<file path="src/rtl/rv_fetch.sv">
// rv_fetch: instruction-fetch stage.
// Drives the synchronous instruction-memory address, pairs the returned word
// with its PC and hands the pair to decode over a valid/ready handshake.
// Absorbs decode back-pressure by re-reading the same word, and applies
// execute redirects with a single bubble.
// Optional feature macro: RV_FETCH_MISALIGN_EN (sticky misaligned-redirect flag).
module rv_fetch #(
    parameter int unsigned          PC_WIDTH = 10,
    parameter logic [PC_WIDTH-1:0]  RESET_PC = '0
) (
    input  logic                clk,
    input  logic                rst_n,
    input  logic                redirect_i,
    input  logic [PC_WIDTH-1:0] redirect_pc_i,
    input  logic                id_ready_i,
    output logic [PC_WIDTH-1:0] imem_addr_o,
    input  logic [31:0]         imem_data_i,
    output logic                if_valid_o,
    output logic [PC_WIDTH-1:0] if_pc_o,
    output logic [31:0]         if_instr_o,
    output logic                misalign_o
);

    // pc_q is the address whose data is on imem_data_i this cycle.
    logic [PC_WIDTH-1:0] pc_q, pc_d;
    // valid_q says a read for pc_q has actually been issued.
    logic                valid_q;
    logic                mis_w;
    logic                stall;
    logic [PC_WIDTH-1:0] redirect_tgt;

    // Memory is word-addressed, so the target always goes out word-aligned.
    assign redirect_tgt = {redirect_pc_i[PC_WIDTH-1:2], 2'b00};

`ifdef RV_FETCH_MISALIGN_EN
    logic mis_q;

    // Sticky misalign flag: each redirect re-evaluates it, otherwise it holds.
    always_ff @(posedge clk or negedge rst_n) begin
        if (!rst_n)
            mis_q <= 1'b0;
        else if (redirect_i)
            mis_q <= |redirect_pc_i[1:0];
    end

    assign mis_w = mis_q;
`else
    // Low target bits are deliberately ignored in this build.
    logic unused_redirect_lo;
    assign unused_redirect_lo = ^redirect_pc_i[1:0];
    assign mis_w = 1'b0;
`endif

    // A redirect kills whatever is being presented in the same cycle.
    assign if_valid_o = valid_q && !redirect_i && !mis_w;
    assign if_pc_o    = pc_q;
    assign if_instr_o = imem_data_i;
    assign misalign_o = mis_w;

    // Decode is holding off a live instruction: re-read the same word so
    // imem_data_i stays stable next cycle.
    assign stall = if_valid_o && !id_ready_i;

    // Next fetch address, highest priority first; increment wraps silently.
    always_comb begin
        pc_d = pc_q + PC_WIDTH'(4);
        if (redirect_i)
            pc_d = redirect_tgt;
        else if (!valid_q)
            pc_d = pc_q;
        else if (stall)
            pc_d = pc_q;
    end

    assign imem_addr_o = pc_d;

    // PC follows the issued address every cycle; valid rises after the first read.
    always_ff @(posedge clk or negedge rst_n) begin
        if (!rst_n) begin
            pc_q    <= RESET_PC;
            valid_q <= 1'b0;
        end else begin
            pc_q    <= pc_d;
            valid_q <= 1'b1;
        end
    end

endmodule

</file>
<file path="config.mk">
export PLATFORM = sky130hd
export DESIGN_NAME = rv_fetch
export DESIGN_NICKNAME = d
export VERILOG_FILES = /design/src/rtl/rv_fetch.sv
export SDC_FILE = /design/constraint.sdc
export NUM_CORES = 1
export LEC_CHECK = 0
export BUFFER_PORTS_ARGS = -buffer_cell sky130_fd_sc_hd__clkbuf_2
export CELL_PAD_IN_SITES_DETAIL_PLACEMENT = 0
export CELL_PAD_IN_SITES_GLOBAL_PLACEMENT = 1
export CORE_MARGIN = 10
export CORE_UTILIZATION = 20
export DETAILED_ROUTE_END_ITERATION = 8
export HOLD_SLACK_MARGIN = 0.03
export MAX_ROUTING_LAYER = met4
export PLACE_DENSITY = 0.76
export SLEW_MARGIN = 0
export SYNTH_ARGS = -nofsm -noshare
export SYNTH_HDL_FRONTEND = slang
export SYNTH_SLANG_ARGS = --single-unit
</file>
<file path="constraint.sdc">
create_clock -name clk -period 2 [get_ports clk]
set_input_delay 0.4 -clock clk [delete_from_list [all_inputs] [get_ports clk]]
set_output_delay 0.4 -clock clk [all_outputs]
set_load 0.02 [all_outputs]
</file>
; Yosys cells after proc, flatten, opt, wreduce, memory -nomap -nowiden
; Cells that the tools add are included.
[totals]
reg_bits = 11
word_cells = 10
[classes]
add_sub_neg = 1
mux = 3
n_reduce_logical = 4
[op_table]
columns = operator, count
row1 = 10-bit two-way mux, 3
row2 = "10-bit by 3-bit adder with 10-bit output, second input constant", 1
row3 = 1-bit logical AND, 2
row4 = 1-bit zero test, 2

; Longest topological paths before layout
; Gate-level depths: netlist (run 1).
[depth]
word_depth = 6
depth_mapped = 4
depth_no_buf = 4

; Worst setup path before layout (run 1)
; Ideal clock, no wire load.
[synth_timing]
path_type = register -> output
from = register pc_q[4], in the netlist if_pc_o[4]
to = output port imem_addr_o[9]
t_arrival_ps = 1577
t_required_ps = 1600
setup_slack_ps = 23
path_stages_with_launch = 4
n_path_buf = 0
path_cell_list = dfrtp_1 o21ai_4 or4_1 a31oi_1
[synth_via]
elab_chain_len = 4
[synth_rtl]
columns = item, line
row1 = "start, declared", 25  ; logic [PC_WIDTH-1:0] pc_q, pc_d;
row2 = "start signal, assigned", 83  ; pc_q <= pc_d;
row3 = 10-bit by 3-bit adder with 10-bit output, 66  ; pc_d = pc_q + PC_WIDTH'(4);
row4 = 10-bit two-way mux, 71  ; else if (stall)
row5 = 10-bit two-way mux, 69  ; else if (!valid_q)
row6 = 10-bit two-way mux, 67  ; if (redirect_i)
row7 = "end, declared", 16  ; output logic [PC_WIDTH-1:0] imem_addr_o,
; No other way between the ends.

; Worst setup path in the final report (run 1)
[layout_timing]
from = register pc_q[2], in the netlist if_pc_o[2]
to = output port imem_addr_o[9]
; Same word-level chain as after synthesis.

==> flow_summary.yaml, run 1 <==
global_route:
  grt_pass1_vias: 725
  grtUsageMet2_pct: 11.1
  grt_max_degree: 17
  gr-total-overflow: 0
  grt_use_met1_pct: 6.97
  antenna_found_initial: 0
  grt_util_met3_pct: 4.20
  grt_pass1_wl_mm: 3.84
  grt_usage_pct: 7.01
  busiest_layer: "met2"
clock_tree:
  cts.clk_slew.worst_paths_ns: 0.05
  clock_path_buffers: 2
  cts_buffers: 3
  clock_latency_ns: 0.24
  h-tree-depth: 1
  cts_root_buf: "clkbuf_8"
  ctsHoldBuffers: 0
  cts_tree: "yes"
  cts.sinks: 11
synth:
  ys_ff_latch: 11
  yosysWarnings: 0
  ys_seq_area_share_pct: 33.6
  synthCells: 91
  syn_avg_cell_area_sq_um: 9.01
  yosysTopAreaCellShare_pct: 33.6
  synth_nets: 138
  synth_area_leaders: "dfrtp_1 (34%), buf_4 (30%), or4_1 (4.6%), nand3_1 (3.7%), nand2_1 (3.7%)"
  ys_types: 22
  syn_area_sq_um: 820
  synth_top_area_cell: "dfrtp_1"
floorplan:
  die_height_um: 84.0
  rows: 23
  coreArea_sq_um: 3970
  io_pins: 100
  die_area_sq_um: 7060
  start_util_pct: 20.6
  fp.dieW_um: 84.0
worst_hold_path:
  hold_path_class: "in -> async"
timing:
  fmax_ghz: 0.488
  finalClockSkew_ns: 0.00222
  setup_ws_ns: -0.0474
  rsz0062_at_grt: "true"
  final-setup-viol-count: 4
  fin_crit_ns: 2.05
  drv_slew: 0
  hold_viol: 0
  timing.final.crit_share_pct: 102
worst_setup_path:
  slowest_stage: "dfrtp_1"
  rrSetupSlack_ns: 0.49
  r2r-end: "if_pc_o[9]$_DFF_PN0_"
  end_kind: "primary output"
  reg2reg_depth: 5
  required_ns: 1.60
  critPathArrivalTime_ns: 1.65
  path_max_fanout: 5
  max_stage_delay_ns: 0.42
  cp_cell_sequence: "nand3_2, buf_4, o31ai_1, a31oi_4, buf_6"
  cp_top_family: "compound AO/OA/AOI/OAI gates"
  path_buf_inv: 2
  start_kind: "register"
  r2r-start: "if_pc_o[2]$_DFF_PN0_"
  crit_type: "reg -> out"
route:
  drtPass1Iterations: 4
  ant_nets: 0
  via_per_inst: 4.32
  wire_per_inst_um: 15.5
  num_vias: 695
  drt-initial-drc-count: 23
  wl_mm: 2.49
  drc_errors: 0
finish:
  final_cell_mix: "clkbuf_2 (27), buf_4 (18), dfrtp_1 (9)"
  fillers: 439
  multi_input_area_sq_um: 378
  diodes: 0
  final_util_pct: 28.1
  nNetsFinal: 159
  drive_above_1_share_pct: 64.0
  regArea_sq_um: 278
  final_common_cell: "clkbuf_2"
  area_growth_pct: 36.3
  design_area_sq_um: 1120
power:
  power.density_nw_per_um2: 661
  peakVddDrop_uv: 288
  p_leak_nw: 0.518
place:
  place_hpwl_mm: 1.82
  place_area_sq_um: 825
  gp_congestion: 0.720
  numPortBuffers: 32
run:
  maxCapViolCount: 0
status:
  violations: "setup timing"
  status: "complete, but fails checks"
[flip-flops by register name, indices dropped and copies added, names as in the netlist]
register / flops
if_pc_o: 10
valid_q: 1
[kinds of logic after synthesis]
group | Yosys count | synth area share, %
compound gates | 12 | 11.0
mux | 1 | 1.22
xor+xnor | 2 | 2.14
simple gates | 26 | 17.1
buf+inv | 36 | 32.5
other cells | 2 | 0.916
flops | 11 | 33.6
fa+ha+maj | 1 | 1.53
[routing by layer]
| metal | up-vias | wire (um) |
|---|---|---|
| met5 | - | 0 |
| met4 | 0 | 39 |
| met2 | 39 | 1280 |
| li1 | 317 | - |
| met3 | 12 | 230 |
| met1 | 327 | 944 |
[worst max path at each step]
stage | from | to | slack [ns] | cells after the start
global route | if_pc_o[2]$_DFF_PN0_ | imem_addr_o[9] | -0.14 | 5
detailed placement | redirect_i | imem_addr_o[7] | 0.02 | 5
floorplan | if_pc_o[4]$_DFF_PN0_ | imem_addr_o[9] | 0.02 | 3
CTS | if_pc_o[2]$_DFF_PN0_ | imem_addr_o[9] | -0.06 | 4
finish | if_pc_o[2]$_DFF_PN0_ | imem_addr_o[9] | -0.05 | 5
global placement | id_ready_i | imem_addr_o[7] | 0.04 | 5
[final cells by class]
class / instances / area share (%)
clock buffer: 4 / 4.03
sequential: 11 / 24.9
inverter: 1 / 0.336
timing repair buffer: 51 / 31.4
multi-input combinational: 44 / 33.8
tap: 50 / 5.60
[worst register-to-register path, cell delays in order, from the launching register on]
cell and delay, ns:
dfrtp_1 0.42, nand3_2 0.15, buf_4 0.17, o31ai_1 0.39, a31oi_4 0.14, buf_4 0.15
[cell usage after synthesis, drive strengths merged]
cell,count
buf,34
dfrtp,11
nand2,8
nand3,7
or4,5
o21ai,4
nor2b,3
o211ai,3
a31oi,2
conb,2
nor2,2
o31ai,2
xor2,2
clkbuf,1
ha,1
inv,1
mux2i,1
nand4,1
o2111ai,1
[metrics by stage]
stage	hold WS (ns)	cells	worst slack, ns	setup TNS (ns)	power (mW)
6_report	0.0354	161	-0.0474	-0.0558	0.739
5_1_grt	0.0551	161	-0.139	-0.507	0.791
4_1_cts	0.0387	158	-0.0556	-0.156	0.722
3_5_place_dp	0.295	144	0.0151	0	0.442
3_3_place_gp	0.297	144	0.0398	0	0.442
2_1_floorplan	0.104	91	0.0231	0	0.454
[repair_timing]
item / 4_1_cts / 5_1_grt
cloned: 0 / 0
endpoints found under the setup margin: 6 / 6
setup buffers: 10 / 3
pin swaps: 5 / 5
gates resized for setup: 24 / 10
[where the power goes]
part	leakage (nW)	total, mW	switching [mW]	internal (mW)
Clock	0.0228	0.221	0.0812	0.140
Sequential	0.133	0.263	0.0219	0.242
Combinational	0.363	0.254	0.137	0.118
Total	0.518	0.739	0.240	0.499
(Power assumes the default switching activity.)
==> run 2: changes to the inputs <==
--- a/config.mk
+++ b/config.mk
@@ -5,6 +5,7 @@
 export SDC_FILE = /design/constraint.sdc
 export NUM_CORES = 1
 export LEC_CHECK = 0
+export ABC_AREA = 1
 export BUFFER_PORTS_ARGS = -buffer_cell sky130_fd_sc_hd__clkbuf_2
 export CELL_PAD_IN_SITES_DETAIL_PLACEMENT = 0
 export CELL_PAD_IN_SITES_GLOBAL_PLACEMENT = 1
@@ -13,7 +14,7 @@
 export DETAILED_ROUTE_END_ITERATION = 8
 export HOLD_SLACK_MARGIN = 0.03
 export MAX_ROUTING_LAYER = met4
-export PLACE_DENSITY = 0.76
+export PLACE_DENSITY = 0.77
 export SLEW_MARGIN = 0
 export SYNTH_ARGS = -nofsm -noshare
 export SYNTH_HDL_FRONTEND = slang
==> run 2 against run 1 <==
Compared with the run above: the flow now finishes without violations; synthesized area grew 3.8%; register-to-register slack gained 0.32 ns; total power shrank 9.9%; via count fell by 7.1%; first-iteration DRC count decreased by 65%; utilization decreased by 5.8 points; sequential share of layout area is 5.5 points higher; final cell count up 4.3%; worst setup slack better by 0.17 ns; non-clock buffer count decreased by 16; routed wire length decreased by 24%; synthesized cell count increased by 25%; largest power group unchanged; highest routed layer unchanged.
==> flow_summary.yaml, run 2 <==
synth:
  synthTopCellsByCount: "buf_4 (33), nand2_1 (23), nand3_1 (12)"
  synthCells: 114
  synth_top_area_cell: "dfrtp_1"
  synth_area_leaders: "dfrtp_1 (32%), buf_4 (29%), nand2_1 (10%), nand3_1 (7.1%), inv_1 (4.4%)"
  yosysTopAreaCellShare_pct: 32.4
  ys_seq_area_share_pct: 32.4
  syn_area_sq_um: 851
  synth_nets: 161
  synthFlopType: "dfrtp_1"
  yosysWarnings: 0
  ys_ff_latch: 11
  synth_edf_count: 0
  syn_avg_cell_area_sq_um: 7.46
  ys_types: 16
  synthArstFlopShare_pct: 100
  synth.most_common_cell: "buf_4"
worst_setup_path:
  end_kind: "primary output"
  path_buf_inv: 1
  crit_type: "reg -> out"
  cp_top_family: "flip-flops"
  max_stage_delay_ns: 0.39
  required_ns: 1.60
  path_max_fanout: 5
  cp_cell_sequence: "ha_2, nand2_2, nor2_2, a21o_1, nand3_1, nand2_1, clkbuf_2"
  start_kind: "register"
  critPathArrivalTime_ns: 1.48
  slowest_stage: "dfrtp_1"
finish:
  diodes: 0
  nNetsFinal: 166
  largest_register_ffs: 10
  final_cell_mix: "clkbuf_2 (31), nand2_1 (21), nand3_1 (12)"
  design_area_sq_um: 907
  drive_above_1_share_pct: 39.0
  final_util_pct: 22.4
  area_growth_pct: 6.62
  final_common_cell: "clkbuf_2"
clock_tree:
  cts_buffers: 3
  cts_root_buf: "clkbuf_8"
  clock_path_buffers: 2
  cts.sinks: 11
  cts_tree: "yes"
  cts.clk_slew.worst_paths_ns: 0.05
  h-tree-depth: 1
  clock_latency_ns: 0.24
status:
  status: "complete, no violations"
route:
  drtPass1Iterations: 4
  num_vias: 646
  wire_per_inst_um: 11.3
  drt-initial-drc-count: 8
  ant_nets: 0
  wl_mm: 1.90
  drc_errors: 0
  via_per_inst: 3.85
floorplan:
  coreArea_sq_um: 4060
  start_util_pct: 21.0
  die_height_um: 85.2
  rows: 23
  die_area_sq_um: 7260
  io_pins: 100
  fp.dieW_um: 85.2
power:
  peakVddDrop_uv: 300
  power.density_nw_per_um2: 734
  seqPwrFrac_pct: 39.0
  pwr-share-clk_pct: 33.7
  p_comb_share_pct: 27.4
  power.internal_mw: 0.444
  power_mw: 0.666
  p_leak_nw: 0.492
  p_sw_mw: 0.222
  netSwitchingFraction_pct: 33.3
worst_hold_path:
  hold_path_class: "in -> async"
timing:
  hold_viol: 0
  timing.final.crit_share_pct: 93.9
  fin_hold_ws_ns: 0.0363
  setup_ws_ns: 0.122
  fmax_ghz: 0.532
  fin_crit_ns: 1.88
  final-setup-viol-count: 0
  drv_slew: 0
  rsz0062_at_grt: "true"
  finalClockSkew_ns: 0.00222
run:
  maxCapViolCount: 0
global_route:
  grt_max_degree: 16
  grt_usage_pct: 5.32
  grt_pass1_wl_mm: 3.13
  gr-total-overflow: 0
  grt_pass1_vias: 669
  antenna_found_initial: 0
place:
  numPortBuffers: 32
  gp_congestion: 0.795
  post-place-ws_ns: 0.216
  place_hpwl_mm: 1.59
  place_area_sq_um: 818
## run 2: changes by cell type after synthesis, moves of 3 or more
cell      change
a21oi_1       +3
nor2_1        +5
o211ai_1      -3
nor2b_1       -3
inv_1         +9
nand2_1      +15
nand3_1       +6
or4_1         -5
## run 2: per-layer routing
| metal | track usage (%) | vias up | wire (um) |
|---|---|---|---|
| met5 | - | - | 0 |
| met4 | 2.69 | 0 | 16 |
| met3 | 1.72 | 4 | 83 |
| met2 | 8.72 | 22 | 1010 |
| met1 | 5.62 | 289 | 788 |
| li1 | - | 331 | - |
## run 2: power by group through the flow
| stage | logic [mW] | clock network (mW) | registers, mW |
|---|---|---|---|
| after CTS | 0.171 | 0.231 | 0.260 |
| after floorplan | 0.180 | 0 | 0.280 |
| after global routing | 0.204 | 0.242 | 0.263 |
| after global placement | 0.170 | 0 | 0.263 |
| final | 0.182 | 0.224 | 0.259 |
| after detailed placement | 0.170 | 0 | 0.264 |
## run 2: worst paths after layout
kind / from / end / slack (ns) / depth (start not counted)
max: if_pc_o[2]$_DFF_PN0_ / imem_addr_o[6] / 0.12 / 7
min: rst_n / if_pc_o[6]$_DFF_PN0_ / 0.04 / 1
max reg2reg: if_pc_o[2]$_DFF_PN0_ / if_pc_o[8]$_DFF_PN0_ / 0.81 / 6
min reg2reg: if_pc_o[1]$_DFF_PN0_ / if_pc_o[1]$_DFF_PN0_ / 0.51 / 2
max in group asynchronous: rst_n / if_pc_o[1]$_DFF_PN0_ / 1.74 / 1
min in group clk: redirect_pc_i[9] / if_pc_o[9]$_DFF_PN0_ / 0.38 / 3
## run 2: metrics by stage
stage | instances | TNS, ns
after global routing | 168 | -0.0273
final | 168 | 0
after CTS | 166 | 0
after global placement | 162 | 0
after floorplan | 114 | 0
after detailed placement | 162 | 0
## run 2: timing repair
| item | CTS | global route |
|---|---|---|
| buffers inserted | 0 | 2 |
| hold buffers | 0 | 0 |
| setup endpoints to repair | 0 | 2 |
| gates resized for setup | 0 | 10 |
## run 2: cell families (layout without fill, tap and decap cells)
logic type	count (synthesis)	after routing	share of synthesized area, %
AOI/OAI and AO/OA	7	7	4.70
adders and majority gates	1	1	1.47
buffers and inverters	45	49	35.3
DFF	11	11	32.4
other	2	2	0.883
and+or+nand+nor	48	48	25.3
## run 2: worst register-to-register path, delay by kind of cell, from the launching register on
family	cells	cell delay, ns
adders and majority gates	1	0.22
DFF	1	0.39
and+or+nand+nor	5	0.48
## run 2: area by class of cell
type | instances | area, sq um
flip-flops and latches | 11 | 275
well taps | 50 | 62.6
inverters | 10 | 37.5
clock buffers | 4 | 45.0
multi-input cells | 58 | 298
repair buffers | 35 | 189
fillers | 470 | 3150
